==> config.mk <==
export PLATFORM = sky130hd
export DESIGN_NAME = ecc_lane_array
export DESIGN_NICKNAME = d
export VERILOG_FILES = /design/src/rtl/ecc_lane_pkg.sv /design/src/rtl/ecc_lane_acc.sv /design/src/rtl/ecc_lane_array.sv
export SDC_FILE = /design/constraint.sdc
export NUM_CORES = 1
export LEC_CHECK = 0
export CAP_MARGIN = 20
export CORE_MARGIN = 5
export CORE_UTILIZATION = 57
export CTS_BUF_LIST = sky130_fd_sc_hd__clkbuf_4 sky130_fd_sc_hd__clkbuf_8
export DETAILED_ROUTE_END_ITERATION = 10
export PLACE_DENSITY = 0.81
export SLEW_MARGIN = 20
export SYNTH_ARGS = -nofsm -noshare
export SYNTH_HDL_FRONTEND = slang
export SYNTH_SLANG_ARGS = --single-unit
==> constraint.sdc <==
create_clock -name clk -period 2.35 [get_ports clk]
set_input_delay 0.3525 -clock clk [delete_from_list [all_inputs] [get_ports clk]]
set_output_delay 0.3525 -clock clk [all_outputs]
set_load 0.02 [all_outputs]
==> src/rtl/ecc_lane_pkg.sv <==
// rtl/ecc_lane_pkg.sv - shared types and GF(2^m) helpers for the ECC lane array
package ecc_lane_pkg;

    localparam int MAX_SYM_W = 16;
    localparam logic [8:0] DEFAULT_GF_POLY = 9'h11D;

    typedef enum logic [1:0] {
        ST_DATA,
        ST_PAR0,
        ST_PAR1
    } state_e;

    // Multiply by x in GF(2^sym_w); poly carries only the low sym_w bits of the generator.
    function automatic logic [MAX_SYM_W-1:0] mulx(
        input logic [MAX_SYM_W-1:0] a,
        input int                   sym_w,
        input logic [MAX_SYM_W-1:0] poly
    );
        logic [MAX_SYM_W-1:0] mask;
        logic [MAX_SYM_W-1:0] r;
        logic                 msb;
        msb = 1'b0;
        for (int i = 0; i < MAX_SYM_W; i++) begin
            mask[i] = (i < sym_w);
            if (i == sym_w - 1) begin
                msb = a[i];
            end
        end
        r = {a[MAX_SYM_W-2:0], 1'b0} & mask;
        if (msb) begin
            r = r ^ (poly & mask);
        end
        return r;
    endfunction

endpackage

==> src/rtl/ecc_lane_acc.sv <==
// rtl/ecc_lane_acc.sv - one lane's XOR parity (S0) and Horner checksum (S1) accumulators
module ecc_lane_acc
    import ecc_lane_pkg::*;
#(
    parameter int               SYM_W   = 8,
    parameter logic [SYM_W:0]   GF_POLY = (SYM_W+1)'(DEFAULT_GF_POLY)
) (
    input  logic             clk,
    input  logic             rst,
    input  logic             en,
    input  logic             clr,
    input  logic [SYM_W-1:0] d,
    output logic [SYM_W-1:0] s0,
    output logic [SYM_W-1:0] s1
);

    logic [SYM_W-1:0] s0_q, s0_d;
    logic [SYM_W-1:0] s1_q, s1_d;
    logic [SYM_W-1:0] s1_x;

    assign s1_x = SYM_W'(mulx(MAX_SYM_W'(s1_q), SYM_W, MAX_SYM_W'(GF_POLY[SYM_W-1:0])));

    always_comb begin
        s0_d = s0_q;
        s1_d = s1_q;
        if (clr) begin
            s0_d = '0;
            s1_d = '0;
        end else if (en) begin
            s0_d = s0_q ^ d;
            s1_d = s1_x ^ d;
        end
    end

    always_ff @(posedge clk) begin
        if (rst) begin
            s0_q <= '0;
            s1_q <= '0;
        end else begin
            s0_q <= s0_d;
            s1_q <= s1_d;
        end
    end

    assign s0 = s0_q;
    assign s1 = s1_q;

endmodule

==> src/rtl/ecc_lane_array.sv <==
// rtl/ecc_lane_array.sv - multi-lane systematic encoder: K data beats then S0 and S1 check beats
module ecc_lane_array
    import ecc_lane_pkg::*;
#(
    parameter int             NUM_LANES = 16,
    parameter int             SYM_W     = 8,
    parameter logic [SYM_W:0] GF_POLY   = (SYM_W+1)'(DEFAULT_GF_POLY),
    parameter int             K_SYMS    = 252
) (
    input  logic                       clk,
    input  logic                       rst,
    input  logic [NUM_LANES*SYM_W-1:0] s_tdata,
    input  logic                       s_tvalid,
    output logic                       s_tready,
    output logic [NUM_LANES*SYM_W-1:0] m_tdata,
    output logic                       m_tvalid,
    input  logic                       m_tready,
    output logic                       m_tlast,
    output logic                       frame_done
);

    localparam int DW = NUM_LANES * SYM_W;

    state_e          state_q, state_d;
    logic [15:0]     cnt_q, cnt_d;
    logic [DW-1:0]   m_tdata_q, m_tdata_d;
    logic            m_tvalid_q, m_tvalid_d;
    logic            m_tlast_q, m_tlast_d;
    logic            frame_done_q, frame_done_d;
    logic [DW-1:0]   s0_all, s1_all;
    logic            slot_free, accept, acc_clr;

    for (genvar g = 0; g < NUM_LANES; g++) begin : g_lane
        ecc_lane_acc #(
            .SYM_W   (SYM_W),
            .GF_POLY (GF_POLY)
        ) u_acc (
            .clk (clk),
            .rst (rst),
            .en  (accept),
            .clr (acc_clr),
            .d   (s_tdata[g*SYM_W +: SYM_W]),
            .s0  (s0_all[g*SYM_W +: SYM_W]),
            .s1  (s1_all[g*SYM_W +: SYM_W])
        );
    end

    assign slot_free = !m_tvalid_q || m_tready;
    assign s_tready  = (state_q == ST_DATA) && slot_free;
    assign accept    = s_tvalid && s_tready;

    always_comb begin
        state_d      = state_q;
        cnt_d        = cnt_q;
        m_tdata_d    = m_tdata_q;
        m_tvalid_d   = m_tvalid_q;
        m_tlast_d    = m_tlast_q;
        acc_clr      = 1'b0;
        frame_done_d = m_tvalid_q && m_tready && m_tlast_q;
        // Slot drains unless something new is loaded below.
        if (slot_free) begin
            m_tvalid_d = 1'b0;
            m_tlast_d  = 1'b0;
        end
        case (state_q)
            ST_DATA: begin
                if (accept) begin
                    m_tdata_d  = s_tdata;
                    m_tvalid_d = 1'b1;
                    if (cnt_q == 16'(K_SYMS - 1)) begin
                        cnt_d   = '0;
                        state_d = ST_PAR0;
                    end else begin
                        cnt_d = cnt_q + 16'd1;
                    end
                end
            end
            ST_PAR0: begin
                if (slot_free) begin
                    m_tdata_d  = s0_all;
                    m_tvalid_d = 1'b1;
                    state_d    = ST_PAR1;
                end
            end
            ST_PAR1: begin
                if (slot_free) begin
                    m_tdata_d  = s1_all;
                    m_tvalid_d = 1'b1;
                    m_tlast_d  = 1'b1;
                    acc_clr    = 1'b1;
                    state_d    = ST_DATA;
                end
            end
            default: state_d = ST_DATA;
        endcase
    end

    always_ff @(posedge clk) begin
        if (rst) begin
            state_q      <= ST_DATA;
            cnt_q        <= '0;
            m_tdata_q    <= '0;
            m_tvalid_q   <= 1'b0;
            m_tlast_q    <= 1'b0;
            frame_done_q <= 1'b0;
        end else begin
            state_q      <= state_d;
            cnt_q        <= cnt_d;
            m_tdata_q    <= m_tdata_d;
            m_tvalid_q   <= m_tvalid_d;
            m_tlast_q    <= m_tlast_d;
            frame_done_q <= frame_done_d;
        end
    end

    assign m_tdata    = m_tdata_q;
    assign m_tvalid   = m_tvalid_q;
    assign m_tlast    = m_tlast_q;
    assign frame_done = frame_done_q;

endmodule

# After elaboration in Yosys (flattened, before gate mapping)
# Index checks and enable logic that the tools add are counted.
[op_classes]
n_eq_ne = 7
addsub = 1
mux = 35
bitwise_logic = 48
reduce_logical = 13
[ops]
columns = ["operator", "count"]
rows = [
  ["128-bit two-way mux", 3],
  ["128-bit one-hot mux with 3 select lines", 1],
  ["8-bit bitwise XOR", 32],
  ["5-bit two-way mux", 16],
  ["4-bit NOT", 16],
  ["16-bit by 1-bit adder with 16-bit output, second input constant", 1],
  ["16-bit by 8-bit == test with 1-bit output, second input constant", 1],
  ["16-bit two-way mux", 1],
  ["1-bit two-way mux", 8],
  ["2-bit two-way mux", 4],
  ["4-bit AND reduction", 2],
  ["2-bit inequality test, second input constant", 3],
  ["2-bit one-hot mux with 3 select lines", 1],
  ["1-bit logical AND", 4],
  ["2-bit OR reduction", 2],
  ["3-bit nonzero test", 1],
  ["2-bit by 1-bit == test with 1-bit output, second input constant", 1],
  ["2-bit == test, second input constant", 1],
  ["2-bit logical NOT", 1],
  ["2-bit by 1-bit inequality test with 1-bit output, second input constant", 1],
  ["1-bit one-hot mux with 2 select lines", 1],
  ["2-bit AND reduction", 1],
  ["1-bit logical NOT", 1],
  ["1-bit logical OR", 1],
]
[totals]
regBits = 405
wordCells = 142
inputBits = 132
out_inout_bits = 132

# Logic depth before layout (Yosys ltp)
# Gate-level depths: netlist (run 1).
[logic_depth]
ltp_word = 6
depth_mapped = 9

# Cells and area by module
# Synthesis (run 1) repeated with hierarchy kept, for this count alone.
[unflattened]
cells_unflattened = 2354
hier_area_um2 = 20838.7
[modules_own_cells]
columns = ["mod", "n_inst", "area_per_inst_um2", "cells_per_inst"]
rows = [
  ["ecc_lane_acc", 16, 716.9, 74],
  ["ecc_lane_array", 1, 9367.7, 1170],
]

# Worst setup path after synthesis (run 1)
# Ideal clock, no wire load.
[synth_timing]
path_kind = "register to register"
start = "register state_q[0]"
end = "register m_tdata_q[97] (netlist: m_tdata[97])"
stages_incl_launch_ff = 10
setup_ps = 70
synth_period_minus_slack_ps = 1803
slack_ps = 547
arrival_ps = 1732
cell_sequence = "dfxtp_1 > inv_1 > ha_1 > buf_2 > clkbuf_1 > clkbuf_1 > nor2_1 > a21oi_1 > nand4_1 > a21oi_1"
[synth_via]
elab_chain_len = 5
[synth_rtl]
columns = ["item", "line", "rtl"]
rows = [
  ["from (decl)", "ecc_lane_array.sv:24", "state_e state_q, state_d;"],
  ["from (signal assigned)", "ecc_lane_array.sv:107", "state_q <= state_d;"],
  ["2-bit logical NOT", "ecc_lane_array.sv:49, ecc_lane_array.sv:65", ""],
  ["1-bit logical AND", "ecc_lane_array.sv:49", "assign s_tready = (state_q == ST_DATA) && slot_free;"],
  ["1-bit logical AND", "ecc_lane_array.sv:50", "assign accept = s_tvalid && s_tready;"],
  ["2-bit inequality test (no source line)", "--", ""],
  ["4-bit AND reduction (no source line)", "--", ""],
  ["to (signal assigned)", "ecc_lane_array.sv:109", "m_tdata_q <= m_tdata_d;"],
  ["to (decl)", "ecc_lane_array.sv:26", "logic [DW-1:0] m_tdata_q, m_tdata_d;"],
]
# Several ways; a longest one is shown, not always the timed one.
# A chain may end at the register's enable or synchronous reset.

# Final worst setup path (run 1)
[layout_timing]
start = "register state_q[1]"
end = "output s_tready"
[layout_via]
elab_chain_len = 2
[layout_rtl]
columns = ["item", "line", "rtl"]
rows = [
  ["2-bit logical NOT", "ecc_lane_array.sv:49", ""],
  ["1-bit logical AND", "ecc_lane_array.sv:49", ""],
  ["to (decl)", "ecc_lane_array.sv:14", "output logic s_tready,"],
]
# Every way passes these cells.

==> results.tsv, run 1 <==
metric	value	unit
Slew Viols, Final	0	
Clock Path Buffers	3	
I/O pins	264	
mean post-synth cell area	8.14	um2
H-tree depth	3	
largest net degree at the start of global routing	136	
DRT iter0 DRCs	1618	
TritonCTS clock tree	built	
HPWL after DPL	35.9	mm
PwrDens	722	nW/um2
Internal Dissipation	0.0126	W
fmax	443	MHz
routed len/inst	19.3	um
Die Y	195	um
reg-to-reg endpoint	m_tdata[27]$_SDFFE_PP0P_	
Cell Rows	67	
drt pass-1 iters	5	
status	complete, no violations	
Synth top cells by count	405 x dfxtp_1, 340 x nor2_1, 319 x a21oi_1	
Tightest Pin Transition	0.769	ns
dpl cells	2912	
peak supply drop	0.437	mV
WS Path Type	reg2out	
critical path's top delay family	buffers and inverters	
reg2reg path depth	8	
first-pass GRT wire length	94.8	mm
Post-synth EDFFs	0	
reg2reg setup slack	0.19	ns
count leader, synth	dfxtp_1	
full die area	38100	um2
Synthesized Nets	2541	
Clk Latency, worst-skew pair	0.61	ns
Worst Setup SP	state_q[1]$_SDFFE_PP0P_	
routed wl met2	28.3	mm
RSZ-0062 raised after global routing	no	
final net count	2673	
Max Cap Viol	0	
Non-Filler Instances	3036	
Unique masters post-synth	49	
crit start category	flop	
sw frac	27.6	%
antenna violations before repair	3	
chip width	195	um
Tmin final	2.26	ns
CP endpoint kind	primary output	
postcts setup bufs	0	
Mapped Area	19600	um2
Clock power frac	38.9	%
starting density of the core	58.0	%
Worst R2R Start	state_q[0]$_SDFFE_PP0P_	
Pleak	8.62	nW
Hold Vio Cnt, Final	0	
cells after synthesis	2403	
worst min-delay path class	in2reg	
crit-path cells	inv_1 > ha_4 > and2_1 > clkdlybuf4s15_1	
Hold Startpoint	s_tvalid	
RD Place Congestion	0.817	
# DRC	0	
Port Buffer Count	263	
worst hold margin	0.215	ns
vias	18700	
Rel. slew slack	48.7	%
met1 WL	24.1	mm
top layer in use	met5	
Slowest-stage cell, CP	dfxtp_1	
Area Growth Syn to Fin	23.1	%
CP Data Arrival Time	1.90	ns
critical path buffer and inverter count	2	
prevailing post-synth register cell	dfxtp_1	
post-DR vias/cell	6.18	
Hold EP	cnt_q[2]$_SDFFE_PP0P_	
clk_skew	0.0264	ns
final wirelength	58.6	mm
worst hold path depth	4	
synth warn	0	
GRT Resource Usage Total	29.4	%
Overflow after GRT	0	
final cycle utilization of the critical path	96.0	%
power share of the combinational group	15.7	%
Critical Path RT	2.00	ns
area leader, netlist	dfxtp_1	
clock sinks	405	
Setup-failing EPs final	0	
vias in the first global route	18400	
Psw	0.00480	W
post-layout util	71.4	%
max incr delay on CP	0.37	ns
Routed Antenna Nets	0	
top-area cell type share of the netlist area	41.5	%
Reg power frac	45.4	%
core footprint	33700	um2
CTS Buf Count	69	
Worst Path Max Fanout	8	
Seq/Total Area, Yosys	41.5	%
setup TNS	0	ns
fill count	2608	
CTS clock-pin slew for the worst setup and hold paths	0.06	ns
number of synthesized register bits	405	
layout cells sized above 1	8.12	%
WL met3	4.76	mm
Synth async-reset ratio	0	%
largest cells by area after synthesis	dfxtp_1 41%, nand4_1 8.3%, a21oi_1 8.2%	
CTS root buf	clkbuf_8	
## layout make-up
class                           instances  area, um2  share of cell area [%]
Antenna cell                            1       2.50                  0.0104
Clock buffer                          110       1420                    5.90
Clock inverter                         13       76.3                   0.317
Inverter                                6       25.0                   0.104
Multi-Input combinational cell       1729      10400                    43.1
Sequential cell                       405       8110                    33.7
Tap cell                              448        561                    2.33
Timing Repair Buffer                  324       3500                    14.5
## power by group through the flow
| stage | combinational (W) | sequential (W) | clock (W) |
|---|---|---|---|
| floorplan | 0.00165 | 0.00804 | 0 |
| global placement | 0.00261 | 0.00800 | 0 |
| finish | 0.00273 | 0.00789 | 0.00675 |
| CTS | 0.00273 | 0.00789 | 0.00685 |
| detailed placement | 0.00270 | 0.00802 | 0 |
| global route | 0.00297 | 0.00796 | 0.00720 |
## state kept, by name, summed over array words and instances (netlist names), named ones only
| name | count |
|---|---|
| g_lane.u_acc.s0 | 128 |
| cnt_q | 16 |
| m_tdata | 128 |
| m_tvalid | 1 |
| state_q | 2 |
| g_lane.u_acc.s1 | 128 |
| frame_done | 1 |
## cell families (layout without fill, tap and decap cells)
logic type / after synthesis / after routing / synth area share, %
AND/OR/NAND/NOR: 740 / 740 / 18.3
AO/OA/AOI/OAI: 675 / 675 / 20.1
flip-flops: 405 / 405 / 41.5
other: 0 / 1 / 0
XOR/XNOR: 307 / 307 / 13.8
multiplexers: 1 / 1 / 0.0512
buffers and inverters: 269 / 453 / 5.94
adder cells (fa/ha/maj): 6 / 6 / 0.384
## cell usage in the layout (no fill, tap or decap), types with 3 or more instances in the layout
master and n:
dfxtp_1 404, nor2_1 340, a21oi_1 319, nand4_1 261, clkdlybuf4s50_1 260, xnor2_1 178, o21ai_0 135, xor2_1 129
a22oi_1 128, nand2_1 103, clkbuf_8 95, a211oi_1 80, buf_12 33, buf_4 30, clkbuf_4 15, clkinv_2 9
or3_1 6, inv_1 5, o31ai_1 4, nand3_1 3, or4_1 3, ha_1 3, ha_4 3, clkinvlp_4 3
## worst register-to-register path, stage by stage, from the launching register on
cell     delay (ns)
dfxtp_2        0.36
inv_1          0.16
ha_4           0.17
buf_12         0.31
buf_4          0.42
a22oi_1        0.15
a21oi_1        0.22
nand4_1        0.12
a21oi_1        0.16
## worst max path at each step
stage / slack (ns) / to / cells after the start
CTS: 0.04 / s_tready / 4
floorplan: 0.55 / m_tdata[97]$_SDFFE_PP0P_ / 9
global placement: 0.03 / cnt_q[14]$_SDFFE_PP0P_ / 6
detailed placement: -0.03 / cnt_q[14]$_SDFFE_PP0P_ / 6
finish: 0.09 / s_tready / 4
global route: 0.01 / s_tready / 4
## stage by stage
step / area [um2] / setup WS, ns / total power (W)
final: 24100 / 0.0929 / 0.0174
after global routing: 24100 / 0.0145 / 0.0181
after global placement: 22600 / 0.0281 / 0.0106
after floorplan: 19600 / 0.547 / 0.00969
after CTS: 24100 / 0.0393 / 0.0175
after detailed placement: 22600 / -0.0252 / 0.0107
## per-layer routing
metal / vias to the layer above / track usage (%)
met2: 822 / 49.5
met4: 6 / 10.0
met5: - / 0
met3: 130 / 5.84
met1: 8998 / 38.1
li1: 8793 / -
## timing repair
| item | 4_1_cts | 5_1_grt |
|---|---|---|
| pin swaps | 0 | 0 |
| hold buffers | 0 | 0 |
| endpoints found under the setup margin | 1 | 1 |
| gates resized for setup | 2 | 1 |
Power figures use the tool's default switching activity.
==> run 2, diff against run 1 <==
--- a/config.mk
+++ b/config.mk
@@ -6,12 +6,13 @@
 export NUM_CORES = 1
 export LEC_CHECK = 0
 export CAP_MARGIN = 20
+export CORE_ASPECT_RATIO = 0.75
 export CORE_MARGIN = 5
 export CORE_UTILIZATION = 57
 export CTS_BUF_LIST = sky130_fd_sc_hd__clkbuf_4 sky130_fd_sc_hd__clkbuf_8
 export DETAILED_ROUTE_END_ITERATION = 10
 export PLACE_DENSITY = 0.81
-export SLEW_MARGIN = 20
+export SLEW_MARGIN = 30
 export SYNTH_ARGS = -nofsm -noshare
 export SYNTH_HDL_FRONTEND = slang
 export SYNTH_SLANG_ARGS = --single-unit
==> results.tsv, run 2 (synthesis gave the netlist of run 1 again) <==
metric	value	unit	change
status	complete, no violations		
PwrDens	703	nW/um2	-2.6%
Slew Viols, Final	0		unchanged
drt pass-1 iters	6		+1
worst min-delay path class	in2reg		
reg2reg path depth	7		-1
Worst R2R Start	state_q[1]$_SDFFE_PP0P_		
Die Y	170	um	-13%
crit start category	flop		
Tightest Pin Transition	0.697	ns	-0.0724 ns
Hold Startpoint	s_tvalid		
sw frac	27.7	%	+0.11 points
routed len/inst	19.3	um	-0.11%
crit-path cells	inv_1 > ha_4 > buf_12 > nor2_1 > a21oi_1 > nand4_1 > a21oi_1		
commonest cells after routing, fill and taps aside	404 x dfxtp_1, 340 x nor2_1, 319 x a21oi_1		
layout cells sized above 1	7.11	%	-1.0 points
Port Buffer Count	263		unchanged
Internal Dissipation	0.0120	W	-4.3%
vias	18700		-0.096%
peak supply drop	0.398	mV	-9.1%
CTS Hold Bufs	0		unchanged
TritonCTS clock tree	built		
Routed Antenna Nets	0		unchanged
starting density of the core	58.1	%	about the same
CP endpoint kind	flop		
antenna violations before repair	2		-1
Rel. slew slack	53.6	%	+4.8 points
HPWL after DPL	35.3	mm	-1.7%
worst hold path depth	4		unchanged
# DRC	0		unchanged
CTS clock-pin slew for the worst setup and hold paths	0.07	ns	about the same
final wirelength	58.1	mm	-0.94%
Cell Rows	58		-13%
final cycle utilization of the critical path	92.0	%	-4.0 points
Critical Path RT	2.89	ns	+0.89 ns
reg-to-reg endpoint	m_tdata[78]$_SDFFE_PP0P_		
CP Data Arrival Time	2.71	ns	+0.81 ns
core footprint	33700	um2	about the same
Overflow after GRT	0		unchanged
clock sinks	405		unchanged
chip width	224	um	+15%
reg2reg setup slack	0.19	ns	about the same
Tmin final	2.16	ns	-0.0952 ns
RD Place Congestion	0.836		+2.3%
Hold Vio Cnt, Final	0		unchanged
Max Cap Viol	0		unchanged
Reg power frac	47.4	%	+2.0 points
GRT Resource Usage Total	29.2	%	-0.20 points
post-DR vias/cell	6.22		+0.73%
fill count	2619		+0.42%
Clk Latency, worst-skew pair	0.62	ns	about the same
largest net degree at the start of global routing	136		unchanged
Slowest-stage cell, CP	dfxtp_1		
I/O pins	264		unchanged
Psw	0.00462	W	-3.7%
Clock power frac	36.4	%	-2.5 points
DRT iter0 DRCs	2069		+28%
RSZ-0062 raised after global routing	no		
Non-Filler Instances	3011		-0.82%
Setup-failing EPs final	0		unchanged
CTS Buf Count	61		-12%
final net count	2651		-0.82%
Hold EP	cnt_q[2]$_SDFFE_PP0P_		
setup TNS	0	ns	unchanged
Clock Path Buffers	3		unchanged
full die area	38100	um2	+0.10%
CP dominant cell by count	a21oi_1		
multi-input logic area	10400	um2	unchanged
WS Path Type	reg2reg		
H-tree depth	2		-1
Register Area	8110	um2	unchanged
first-pass GRT wire length	94.5	mm	-0.28%
fmax	463	MHz	+4.4%
Area Growth Syn to Fin	21.2	%	
Worst Path Max Fanout	123		+115
power share of the combinational group	16.2	%	+0.5 points
dpl cells	2900		-0.41%
vias in the first global route	18400		+0.038%
clk_skew	0.0200	ns	-0.00639 ns
commonest non-fill, non-tap cell in the layout	dfxtp_1		
Pleak	8.42	nW	-2.3%
CTS root buf	clkbuf_8		
max incr delay on CP	0.42	ns	+0.05 ns
==> run 2: changes by cell type in the layout (fill, tap and decap cells not counted) <==
cell and change:
diode_2 +2, clkdlybuf4s15_1 -1, clkinv_2 -5, clkbuf_2 +1
buf_4 -9, clkbuf_8 -18, clkinvlp_4 -2, buf_12 -5
clkbuf_4 +10
==> run 2: worst max-delay path: cells and delay by family (launching register included) <==
family / cells / cell delay [ns]
fa+ha+maj: 1 / 0.36
compound gates: 2 / 0.40
flops: 1 / 0.42
simple gates: 2 / 0.24
buf+inv: 2 / 0.52
==> run 2: final cells by class <==
cell class                      instances  share of cell area (%)
Antenna cell                            3                  0.0317
Multi-Input combinational cell       1729                    43.8
Sequential cell                       405                    34.2
Inverter                                6                   0.106
Timing Repair Buffer                  310                    14.0
Clock buffer                          102                    5.27
Tap cell                              450                    2.38
Clock inverter                          6                   0.153
==> run 2: worst max-delay path by stage <==
stage | startpoint | to | slack [ns] | cells past startpoint
after global routing | state_q[1]$_SDFFE_PP0P_ | m_tdata[78]$_SDFFE_PP0P_ | 0.08 | 7
after detailed placement | m_tready | m_tdata[127]$_SDFFE_PP0P_ | 0.10 | 6
final | state_q[1]$_SDFFE_PP0P_ | m_tdata[78]$_SDFFE_PP0P_ | 0.19 | 7
after global placement | m_tready | cnt_q[14]$_SDFFE_PP0P_ | 0.15 | 5
after CTS | state_q[0]$_SDFFE_PP0P_ | s_tready | 0.004 | 4
after floorplan | state_q[0]$_SDFFE_PP0P_ | m_tdata[97]$_SDFFE_PP0P_ | 0.55 | 9
==> run 2: per-stage QoR <==
step	worst slack, ns	instance area [um2]	power [W]	hold WS [ns]	util, %
6_report	0.188	23700	0.0167	0.248	70.4
5_1_grt	0.0847	23700	0.0174	0.252	70.3
4_1_cts	0.00377	23700	0.0167	0.212	70.4
3_5_place_dp	0.101	22400	0.0107	0.467	66.5
3_3_place_gp	0.154	22400	0.0106	0.455	66.5
2_1_floorplan	0.547	19600	0.00969	0.447	-
==> run 2: repair_timing <==
item	4_1_cts	5_1_grt
resized for setup	2	2
endpoints found under the setup margin	1	1
setup buffers	0	0
==> run 2: routing by layer <==
layer,part of all wire (%),global-route usage [%],vias up
met5,0.012,0,-
met4,2.6,9.42,2
met3,10,6.74,148
met2,46,47.1,968
met1,42,39.3,8864
li1,-,-,8749
==> run 2: power by group through the flow <==
stage	clock (W)	combinational [W]	sequential (W)
CTS	0.00612	0.00270	0.00788
global route	0.00648	0.00296	0.00795
global placement	0	0.00259	0.00799
detailed placement	0	0.00268	0.00802
finish	0.00606	0.00271	0.00789
floorplan	0	0.00165	0.00804
